$ cat src/rtl/seg7_multi_disp.sv
// ---------------------------------------------------------------------------
// seg7_multi_disp
//
// Multi-digit seven-segment display driver. Converts an unsigned binary value
// into DIGITS active-low glyphs, either as hexadecimal nibbles (one-cycle
// encode) or as decimal digits produced by a sequential double-dabble
// converter (one shift-add-3 step per clock). Supports leading-zero blanking
// and an overflow indication when the value does not fit in DIGITS digits.
//
// Parameters:
//   IN_WIDTH  width of the binary input value (4..32)
//   DIGITS    number of seven-segment digits driven (1..8)
//
// Ports:
//   clk       system clock, all state on rising edge
//   rst_n     synchronous reset, active-low
//   load      capture value/hex_mode/blank_lz (accepted only when busy=0)
//   value     unsigned binary value to display
//   hex_mode  1 = hexadecimal digits, 0 = decimal digits
//   blank_lz  1 = blank leading zero digits
//   busy      conversion in progress
//   done      one-cycle pulse: seg/overflow updated this cycle
//   overflow  value does not fit in DIGITS digits (held until next done)
//   seg       active-low segments, digit i at seg[7i+6:7i] (gfedcba),
//             digit 0 least significant
// ---------------------------------------------------------------------------
module seg7_multi_disp #(
  parameter int IN_WIDTH = 8,
  parameter int DIGITS   = 3
) (
  input  logic                  clk,
  input  logic                  rst_n,
  input  logic                  load,
  input  logic [IN_WIDTH-1:0]   value,
  input  logic                  hex_mode,
  input  logic                  blank_lz,
  output logic                  busy,
  output logic                  done,
  output logic                  overflow,
  output logic [7*DIGITS-1:0]   seg
);

  // Number of decimal digits needed to hold 2^w-1.
  function automatic int calc_bcd_digits(input int w);
    longint unsigned m;
    int              n;
    m = (64'd1 << w) - 64'd1;
    n = 0;
    while (m != 64'd0) begin
      n = n + 1;
      m = m / 64'd10;
    end
    if (n == 0) n = 1;
    return n;
  endfunction

  localparam int BCD_DIGITS = calc_bcd_digits(IN_WIDTH);
  localparam int BCD_W      = 4 * BCD_DIGITS;
  localparam int CNT_W      = $clog2(IN_WIDTH);
  localparam int EXT_W      = 64;

  localparam logic [CNT_W-1:0] LAST_STEP = CNT_W'(IN_WIDTH - 1);
  localparam logic [6:0]       GLYPH_DASH  = 7'b0111111;
  localparam logic [6:0]       GLYPH_BLANK = 7'b1111111;

  typedef enum logic [1:0] {
    IDLE,
    CONV,
    ENC
  } state_t;

  state_t              state;
  logic [IN_WIDTH-1:0] val_q;
  logic                hex_q;
  logic                blank_q;
  logic [BCD_W-1:0]    bcd;
  logic [CNT_W-1:0]    cnt;

  logic [EXT_W-1:0]    enc_src;
  logic                enc_ovf;
  logic [7*DIGITS-1:0] enc_seg;
  logic                lead;
  logic [3:0]          nib;

  // Active-low gfedcba pattern for a single hex/decimal digit.
  function automatic logic [6:0] glyph(input logic [3:0] d);
    logic [6:0] g;
    case (d)
      4'h0:    g = 7'b1000000;
      4'h1:    g = 7'b1111001;
      4'h2:    g = 7'b0100100;
      4'h3:    g = 7'b0110000;
      4'h4:    g = 7'b0011001;
      4'h5:    g = 7'b0010010;
      4'h6:    g = 7'b0000010;
      4'h7:    g = 7'b1111000;
      4'h8:    g = 7'b0000000;
      4'h9:    g = 7'b0010000;
      4'hA:    g = 7'b0001000;
      4'hB:    g = 7'b0000011;
      4'hC:    g = 7'b1000110;
      4'hD:    g = 7'b0100001;
      4'hE:    g = 7'b0000110;
      default: g = 7'b0001110;
    endcase
    return g;
  endfunction

  // Double-dabble correction: every BCD nibble >= 5 gets +3 before the shift
  // so that the following doubling carries correctly into the next decade.
  function automatic logic [BCD_W-1:0] add3(input logic [BCD_W-1:0] b);
    logic [BCD_W-1:0] r;
    r = b;
    for (int k = 0; k < BCD_DIGITS; k++) begin
      if (r[4*k +: 4] >= 4'd5) begin
        r[4*k +: 4] = r[4*k +: 4] + 4'd3;
      end
    end
    return r;
  endfunction

  // Digit source for the encoder, widened so overflow detection is a single
  // "anything nonzero above the displayed digits" test in both modes.
  always_comb begin
    enc_src = '0;
    if (hex_q) begin
      enc_src = EXT_W'(val_q);
    end else begin
      enc_src = EXT_W'(bcd);
    end
  end

  assign enc_ovf = |(enc_src >> (4 * DIGITS));

  // Walk digits from most to least significant; 'lead' stays set while all
  // digits seen so far are zero, which is exactly the set that gets blanked.
  // Digit 0 is always shown so a zero value still displays "0".
  always_comb begin
    enc_seg = '1;
    lead    = 1'b1;
    nib     = 4'd0;
    for (int i = DIGITS - 1; i >= 0; i--) begin
      nib = enc_src[4*i +: 4];
      if (nib != 4'd0) begin
        lead = 1'b0;
      end
      if (enc_ovf) begin
        enc_seg[7*i +: 7] = GLYPH_DASH;
      end else if (blank_q && lead && (i != 0)) begin
        enc_seg[7*i +: 7] = GLYPH_BLANK;
      end else begin
        enc_seg[7*i +: 7] = glyph(nib);
      end
    end
  end

  // Control FSM with registered outputs. In decimal mode val_q doubles as the
  // shift register feeding the BCD accumulator MSB first; in hex mode it is
  // left untouched and encoded directly.
  always_ff @(posedge clk) begin
    if (!rst_n) begin
      state    <= IDLE;
      busy     <= 1'b0;
      done     <= 1'b0;
      overflow <= 1'b0;
      seg      <= '1;
      val_q    <= '0;
      hex_q    <= 1'b0;
      blank_q  <= 1'b0;
      bcd      <= '0;
      cnt      <= '0;
    end else begin
      done <= 1'b0;
      case (state)
        IDLE: begin
          if (load) begin
            val_q   <= value;
            hex_q   <= hex_mode;
            blank_q <= blank_lz;
            bcd     <= '0;
            cnt     <= '0;
            busy    <= 1'b1;
            state   <= hex_mode ? ENC : CONV;
          end
        end
        CONV: begin
          bcd   <= BCD_W'({add3(bcd), val_q[IN_WIDTH-1]});
          val_q <= {val_q[IN_WIDTH-2:0], 1'b0};
          if (cnt == LAST_STEP) begin
            state <= ENC;
          end else begin
            cnt <= cnt + CNT_W'(1);
          end
        end
        ENC: begin
          seg      <= enc_seg;
          overflow <= enc_ovf;
          done     <= 1'b1;
          busy     <= 1'b0;
          state    <= IDLE;
        end
        default: begin
          state <= IDLE;
          busy  <= 1'b0;
        end
      endcase
    end
  end

endmodule

$ cat config.mk
export PLATFORM = sky130hd
export DESIGN_NAME = seg7_multi_disp
export DESIGN_NICKNAME = d
export VERILOG_FILES = /design/src/rtl/seg7_multi_disp.sv
export SDC_FILE = /design/constraint.sdc
export NUM_CORES = 1
export LEC_CHECK = 0
export CAP_MARGIN = 10
export CORE_ASPECT_RATIO = 2
export CORE_MARGIN = 10
export CORE_UTILIZATION = 56
export CTS_CLUSTER_DIAMETER = 200
export DETAILED_ROUTE_END_ITERATION = 8
export PLACE_DENSITY_LB_ADDON = 0.05
export SLEW_MARGIN = 20
export SYNTH_ARGS = -nofsm -noshare
export SYNTH_HDL_FRONTEND = slang
export SYNTH_SLANG_ARGS = --single-unit
$ cat constraint.sdc
create_clock -name clk -period 2.45 [get_ports clk]
set_clock_uncertainty 0.1 [all_clocks]
set_input_delay 0.49 -clock clk [delete_from_list [all_inputs] [get_ports clk]]
set_output_delay 0.49 -clock clk [all_outputs]
set_load 0.02 [all_outputs]
==> implementation parameters, run 1 <==
Parameter                              Value

Placement
  Number of buffers inserted by port buffering    35
  Pre-CTS WS    between 150 and 200 ps
  Final Wtd Congestion    0.9294
  Placed cell count    458
  Final HPWL DP    5489 um

Global routing
  Global-route total usage across every layer    0.1635
  Via count of the first global-routing pass    ~2700
  First-pass GRT wire length    between 10000 and 15000 um
  Overall overflow remaining after global route    0
  Antenna violations before repair    0
  Pin count of the biggest net entering global routing    51

Clock network
  Inserted Clock Buffers    5
  Number of levels in the clock H-tree    2
  TritonCTS clock tree    yes
  Clock network latency to the later pin of the worst-skew pair    310 ps
  Clock Sink Count    50
  Clock Pin Slew Worst Setup and Hold Paths    90 ps
  Count of buffers added by post-CTS timing repair for setup    0
  CTS root buffer    sky130_fd_sc_hd__clkbuf_8
  CTS Buffer Depth    2

Setup path
  Required time of the critical path    ~2500 ps
  WP data arrival    approximately 2300 ps
  Crit-path slowest cell    sky130_fd_sc_hd__dfxtp_2
  Setup CP Type    reg -> reg
  Crit path cell chain    buf_4 > inv_1 > nand2_1 > inv_1 > ha_1 > mux2_2 > nand2_1 > o221ai_1 > a211oi_1 > o21ai_1
  Worst-path fanout max    9
  CP Capture Type    flip-flop
  Critical path launch point type    flip-flop
  Stage delay of the slowest cell on the critical path    400 ps

STA
  Final setup slack of the worst path    226.6 ps
  Slew Viols, Final    0
  Fmax    about 450 MHz
  Fraction of the cycle the final worst path needs    0.9075
  Setup repair after global routing missed its margin    no
  Minimum clock period after layout    2223 ps
  Final-report hold violation count    0
  Final setup TNS    0 ps
  Total setup violations reported at the end of the flow    0
  Worst-Margin Slew    541.3 ps
  Worst Hold Slack    382.1 ps
  Remaining max-slew budget at the tightest pin    0.6386

Final layout
  Antenna Cells    0
  Final instance count without filler cells    464
  Nets    446
  Final Core Density    0.6683
  Filler Cells Inserted    486
  Layout cells sized above 1    0.09158
  Synthesis-to-layout area growth    16.45%

Logic synthesis
  Sequential share of the synthesized area    0.3218
  Primary flip-flop cell chosen by synthesis mapping    sky130_fd_sc_hd__dfxtp_1
  Dominant cell by count in the synthesized netlist    sky130_fd_sc_hd__nand2_1
  Netlist area before placement    roughly 3100 um^2
  Post-synth ARST share    0
  Synth Instances    372
  Number of synthesized flops with an enable pin    0
  #FFs+latches synth    50
  Commonest cells in the synthesized netlist    sky130_fd_sc_hd__nand2_1 (53), sky130_fd_sc_hd__dfxtp_1 (50), sky130_fd_sc_hd__ha_1 (28)
  Number of distinct library cells after synthesis    51
  Synth Net Count    413
  Post-synthesis cell type with the largest combined area    sky130_fd_sc_hd__dfxtp_1
  Yosys Warn Count    0
  Average cell area after synthesis    8.362 um^2
  Area share of the largest cell type after synthesis    0.3218
  Top cells by area in the synthesized netlist    sky130_fd_sc_hd__dfxtp_1 (32%), sky130_fd_sc_hd__ha_1 (11%), sky130_fd_sc_hd__nand2_1 (6.4%)

Drt
  Total wire length    7254 um
  Post-detailed-route DRC marker count    0
  Post-detailed-route wirelength per cell    between 15 and 20 um
  Via/cell ratio    5.746
  Vias post-DR    2666
  DRT Pass-1 Iters    4
  Violation count after the first detailed-route iteration    171
  Count of antenna-violating nets left after detailed routing    0

Power and ir drop
  Worst IR drop on VDD    just over 0.5 mV
  Power density over cell area    between 400 and 500 nW/um^2
  Static leakage power    1.512 nW

Flow run
  Number of max-cap violations    0

Floorplan
  Initial core utilization    0.5739
  Total Die Area    between 9000 and 10000 um^2
  Std-Cell Rows    38
  X dimension of the die    roughly 73 um
  Die Y-Extent    around 130 um
  I/O pin cnt    37
  Area inside the core boundary    5420 um^2

Min path
  Type of the worst min-delay path    reg -> reg

Run status
  Run status    finished clean
[flip-flops by register name, summed over array words and instances, names as in the netlist]
signal	cells
cnt	3
hex_q	1
busy	1
seg	21
blank_q	1
bcd	12
state	2
val_q	8
done	1
[final timing paths]
path / from / to / slack (ps) / depth (start not counted)
max: hex_q / seg[17] / 230 / 10
min: seg[4] / seg[4] / 380 / 2
max reg2reg: hex_q / seg[17] / 230 / 10
min reg2reg: seg[4] / seg[4] / 380 / 2
[cell usage in the layout (no fill, tap or decap), types with 3 or more instances in the layout]
master,instances
sky130_fd_sc_hd__o21ai_0,16
sky130_fd_sc_hd__clkbuf_8,6
sky130_fd_sc_hd__xnor2_1,4
sky130_fd_sc_hd__nand2b_1,9
sky130_fd_sc_hd__a22oi_1,3
sky130_fd_sc_hd__a31oi_1,4
sky130_fd_sc_hd__a21boi_0,9
sky130_fd_sc_hd__o21ai_1,11
sky130_fd_sc_hd__nor2b_1,5
sky130_fd_sc_hd__nor3b_1,4
sky130_fd_sc_hd__a2111oi_0,3
sky130_fd_sc_hd__a211oi_1,3
sky130_fd_sc_hd__o21a_1,3
sky130_fd_sc_hd__inv_1,17
sky130_fd_sc_hd__mux2_2,8
sky130_fd_sc_hd__nand3_1,24
sky130_fd_sc_hd__buf_4,13
sky130_fd_sc_hd__a21boi_1,3
sky130_fd_sc_hd__nand2_1,53
sky130_fd_sc_hd__clkdlybuf4s50_1,35
sky130_fd_sc_hd__nor3_1,9
sky130_fd_sc_hd__o211a_1,7
sky130_fd_sc_hd__dfxtp_1,49
sky130_fd_sc_hd__o211ai_1,5
sky130_fd_sc_hd__a21oi_1,12
sky130_fd_sc_hd__nor2_1,17
sky130_fd_sc_hd__ha_1,28
sky130_fd_sc_hd__o22ai_1,4
sky130_fd_sc_hd__and2_1,4
sky130_fd_sc_hd__mux2i_1,8
[through the flow]
| step | total power [mW] | area, um^2 |
|---|---|---|
| after floorplan | 1.080 | 3110 |
| after CTS | 1.676 | 3621 |
| final | 1.655 | 3622 |
| after global placement | 1.188 | 3538 |
| after global routing | 1.733 | 3622 |
| after detailed placement | 1.193 | 3538 |
[where the power goes]
| group | internal, mW | switching (mW) |
|---|---|---|
| Sequential | 0.850 | 0.0317 |
| Clock | 0.218 | 0.265 |
| Combinational | 0.135 | 0.155 |
[worst max-delay path: cells and delay by family (launching register included)]
| kind | cells | cell delay, ps |
|---|---|---|
| mux | 1 | 280 |
| compound gates | 3 | 430 |
| buf+inv | 3 | 390 |
| flops | 1 | 400 |
| fa+ha+maj | 1 | 230 |
| simple gates | 2 | 250 |
[routing by layer]
layer / up-vias / track usage / wire length, um
met5: - / 0 / 0
met4: 0 / 0.08539 / 274
met3: 19 / 0.03563 / 305
met2: 52 / 0.2979 / 3927
met1: 1233 / 0.1620 / 2745
li1: 1362 / - / -
[area by class of cell]
class	count	area [um^2]	area share
Clock buffer	6	82.58	0.02280
Inverter	18	67.56	0.01865
Multi-Input combinational cell	281	1927	0.5320
Sequential cell	50	1002	0.2767
Tap cell	60	75.07	0.02073
Timing Repair Buffer	49	467.9	0.1292
[logic make-up after synthesis]
kind of cell | synth area share
compound gates | 0.2052
xor+xnor | 0.01689
fa+ha+maj | 0.1126
buf+inv | 0.05873
flops | 0.3218
mux | 0.09010
other cells | 0.001206
simple gates | 0.1935
[repair_timing]
item,CTS,global route
gates resized for setup,0,1
hold buffers,0,0
setup endpoints to repair,0,1
(Power assumes the default switching activity.)
==> run 2: changes to the inputs <==
--- a/config.mk
+++ b/config.mk
@@ -5,13 +5,15 @@
 export SDC_FILE = /design/constraint.sdc
 export NUM_CORES = 1
 export LEC_CHECK = 0
-export CAP_MARGIN = 10
+export CAP_MARGIN = 20
 export CORE_ASPECT_RATIO = 2
 export CORE_MARGIN = 10
 export CORE_UTILIZATION = 56
 export CTS_CLUSTER_DIAMETER = 200
 export DETAILED_ROUTE_END_ITERATION = 8
+export GPL_ROUTABILITY_DRIVEN = 0
 export PLACE_DENSITY_LB_ADDON = 0.05
+export SKIP_CTS_REPAIR_TIMING = 1
 export SLEW_MARGIN = 20
 export SYNTH_ARGS = -nofsm -noshare
 export SYNTH_HDL_FRONTEND = slang
==> results of run 2 <==
Final layout, timing and power as in run 1 (identical DEF).
==> run 3: changes to the inputs <==
--- a/config.mk
+++ b/config.mk
@@ -7,12 +7,12 @@
 export LEC_CHECK = 0
 export CAP_MARGIN = 20
 export CORE_ASPECT_RATIO = 2
-export CORE_MARGIN = 10
+export CORE_MARGIN = 2
 export CORE_UTILIZATION = 56
 export CTS_CLUSTER_DIAMETER = 200
 export DETAILED_ROUTE_END_ITERATION = 8
 export GPL_ROUTABILITY_DRIVEN = 0
-export PLACE_DENSITY_LB_ADDON = 0.05
+export PLACE_DENSITY = 0.83
 export SKIP_CTS_REPAIR_TIMING = 1
 export SLEW_MARGIN = 20
 export SYNTH_ARGS = -nofsm -noshare
==> run 3 against run 2 <==
Compared with the run above:
- final area grew 1.2%
- critical path type unchanged
- sequential power about the same
- highest routed layer unchanged
- clock power up 21%
- hold slack improved by 4.6 ps
- largest cell class unchanged
==> implementation parameters, run 3 (synthesis gave the netlist of run 1 again) <==
Parameter                              Value

Floorplan
  Die Y-Extent    109.4 um (-13%)
  Initial core utilization    0.5789 (+0.005078)
  X dimension of the die    56.70 um (-22%)
  Area inside the core boundary    5373 um^2 (-0.88%)
  Std-Cell Rows    38 (unchanged)
  I/O pin cnt    37 (unchanged)
  Total Die Area    6203 um^2 (-32%)

STA
  Remaining max-slew budget at the tightest pin    0.5576 (-0.08106)
  Worst Hold Slack    386.7 ps (+4.571 ps)
  Setup repair after global routing missed its margin    no
  Fraction of the cycle the final worst path needs    0.8884 (-0.01909)
  Slew Viols, Final    0 (unchanged)
  Fmax    459.4 MHz (+2.1%)
  Minimum clock period after layout    2177 ps (-46.78 ps)
  Worst-Margin Slew    662.0 ps (+120.7 ps)
  Final-report hold violation count    0 (unchanged)
  Final setup TNS    0 ps (unchanged)
  Total setup violations reported at the end of the flow    0 (unchanged)

Setup path
  WP data arrival    2260 ps (-50 ps)
  Crit path cell chain    buf_4 > mux2i_1 > inv_1 > ha_1 > mux4_2 > nor2_1 > o21ai_1
  Worst-path fanout max    6 (-3)
  Stage delay of the slowest cell on the critical path    480 ps (+80 ps)
  Setup slack of the most critical reg-to-reg path    270 ps (+50 ps)
  Reg-to-Reg Start    hex_q
  Worst R2R End    seg[3]
  Setup CP Type    reg -> reg
  CP Capture Type    flip-flop
  FF-to-FF path depth    7 (-3)
  Required time of the critical path    2530 ps (about the same)
  Capturing instance or port of the critical path    seg[3]
  Crit-path slowest cell    sky130_fd_sc_hd__mux4_2
  Start point of the critical path    hex_q
  Critical path launch point type    flip-flop

Drt
  Violation count after the first detailed-route iteration    105 (-39%)
  Post-detailed-route wirelength per cell    15.15 um (-3.1%)
  DRT Pass-1 Iters    4 (unchanged)
  Via/cell ratio    5.942 (+3.4%)
  Total wire length    7073 um (-2.5%)
  Vias post-DR    2775 (+4.1%)
  Post-detailed-route DRC marker count    0 (unchanged)
  Count of antenna-violating nets left after detailed routing    0 (unchanged)

Min path
  Type of the worst min-delay path    reg -> reg
  Source of the worst hold timing path    busy

Final layout
  Antenna Cells    0 (unchanged)
  Number of flip-flops under the largest register name    21 (unchanged)
  Nets    447 (+0.22%)
  Filler Cells Inserted    451 (-7.2%)
  Highest-count cells in the layout ignoring fill and taps    sky130_fd_sc_hd__nand2_1 (53), sky130_fd_sc_hd__dfxtp_1 (50), sky130_fd_sc_hd__clkdlybuf4s50_1 (35)
  Largest registers    seg x21, bcd x12, val_q x8
  Register with the most flip-flops    seg
  Synthesis-to-layout area growth    17.90%
  Layout Cell Area excl Fill    3667 um^2 (+1.2%)
  Commonest non-fill, non-tap cell in the layout    sky130_fd_sc_hd__nand2_1
  Layout cells sized above 1    0.09582 (+0.004239)

Clock network
  TritonCTS clock tree    yes
  Clock network latency to the later pin of the worst-skew pair    320 ps (about the same)
  Inserted Clock Buffers    5 (unchanged)
  CTS root buffer    sky130_fd_sc_hd__clkbuf_8
  CTS Buffer Depth    2 (unchanged)
  Clock Sink Count    50 (unchanged)
  Number of levels in the clock H-tree    2 (unchanged)
  Clock Pin Slew Worst Setup and Hold Paths    90 ps (about the same)

Global routing
  Antenna violations before repair    0 (unchanged)
  Global-route total usage across every layer    0.2442 (+0.08067)
  Pin count of the biggest net entering global routing    30 (-41%)
  Overall overflow remaining after global route    0 (unchanged)
  First-pass GRT wire length    12030 um (-2.6%)
  Via count of the first global-routing pass    2706 (+0.41%)

Power and ir drop
  Static leakage power    1.536 nW (+1.6%)
  Pint    1.288 mW (+7.0%)
  Power density over cell area    480.6 nW/um^2 (+5.2%)
  Total net switching power    0.4745 mW (+5.0%)
  Fraction of power spent switching nets    0.2692 (-0.003744)
  Combinational share of power    0.167 (-0.008)
  Clock power frac    0.332 (+0.040)
  Worst IR drop on VDD    0.5708 mV (+12%)
  Power share of the sequential group    0.501 (-0.032)

Flow run
  Number of max-cap violations    0 (unchanged)

Run status
  Run status    finished clean

Placement
  Number of buffers inserted by port buffering    35 (unchanged)
  Area after detailed placement    3558 um^2 (+0.57%)
  Final HPWL DP    5582 um (+1.7%)
[run 3: cell types whose count changed in the layout (fill, tap and decap cells not counted), sizes merged]
cell / before / now
bufinv: 0 / 1
clkinv: 0 / 2
buf: 14 / 15
clkbuf: 6 / 5
[run 3: area by class of cell]
type | instances | area, um^2 | share of cell area
Tap cell | 60 | 75.07 | 0.02047
Clock inverter | 3 | 40.04 | 0.01092
Timing Repair Buffer | 50 | 488.0 | 0.1331
Inverter | 18 | 67.56 | 0.01842
Clock buffer | 5 | 68.82 | 0.01876
Multi-Input combinational cell | 281 | 1927 | 0.5254
Sequential cell | 50 | 1001 | 0.2729
[run 3: worst min-delay path by stage]
stage / to / slack [ps] / depth (start not counted)
floorplan: bcd[0] / 350 / 2
global placement: seg[4] / 360 / 2
detailed placement: seg[9] / 370 / 2
CTS: busy / 390 / 2
global route: busy / 410 / 2
finish: busy / 390 / 2
[run 3: per-stage QoR]
step	setup slack, ps	utilization	power (mW)	cells
floorplan	204.4	-	1.080	372
detailed placement	285.4	0.6623	1.196	459
global route	49.05	0.6826	1.841	467
finish	273.3	0.6826	1.762	467
global placement	341.5	0.6623	1.188	459
CTS	270.7	0.6826	1.774	467
[run 3: layer usage]
layer  track usage  part of all wire
met5             0                 0
met4        0.1429             0.042
met3       0.04235             0.024
met2        0.4618              0.56
met1        0.2415              0.37
[run 3: power groups by stage]
stage / combinational, mW / clock (mW) / sequential [mW]
3_5_place_dp: 0.295 / 0 / 0.901
6_report: 0.295 / 0.586 / 0.882
4_1_cts: 0.296 / 0.596 / 0.882
2_1_floorplan: 0.166 / 0 / 0.914
5_1_grt: 0.321 / 0.632 / 0.888
3_3_place_gp: 0.288 / 0 / 0.900
[run 3: worst max-delay path: cells and delay by family (launching register included)]
family | cells | cell delay, ps
multiplexers | 2 | 740
flip-flops | 1 | 460
buffers and inverters | 2 | 330
adder cells (fa/ha/maj) | 1 | 220
AND/OR/NAND/NOR | 1 | 110
AO/OA/AOI/OAI | 1 | 90
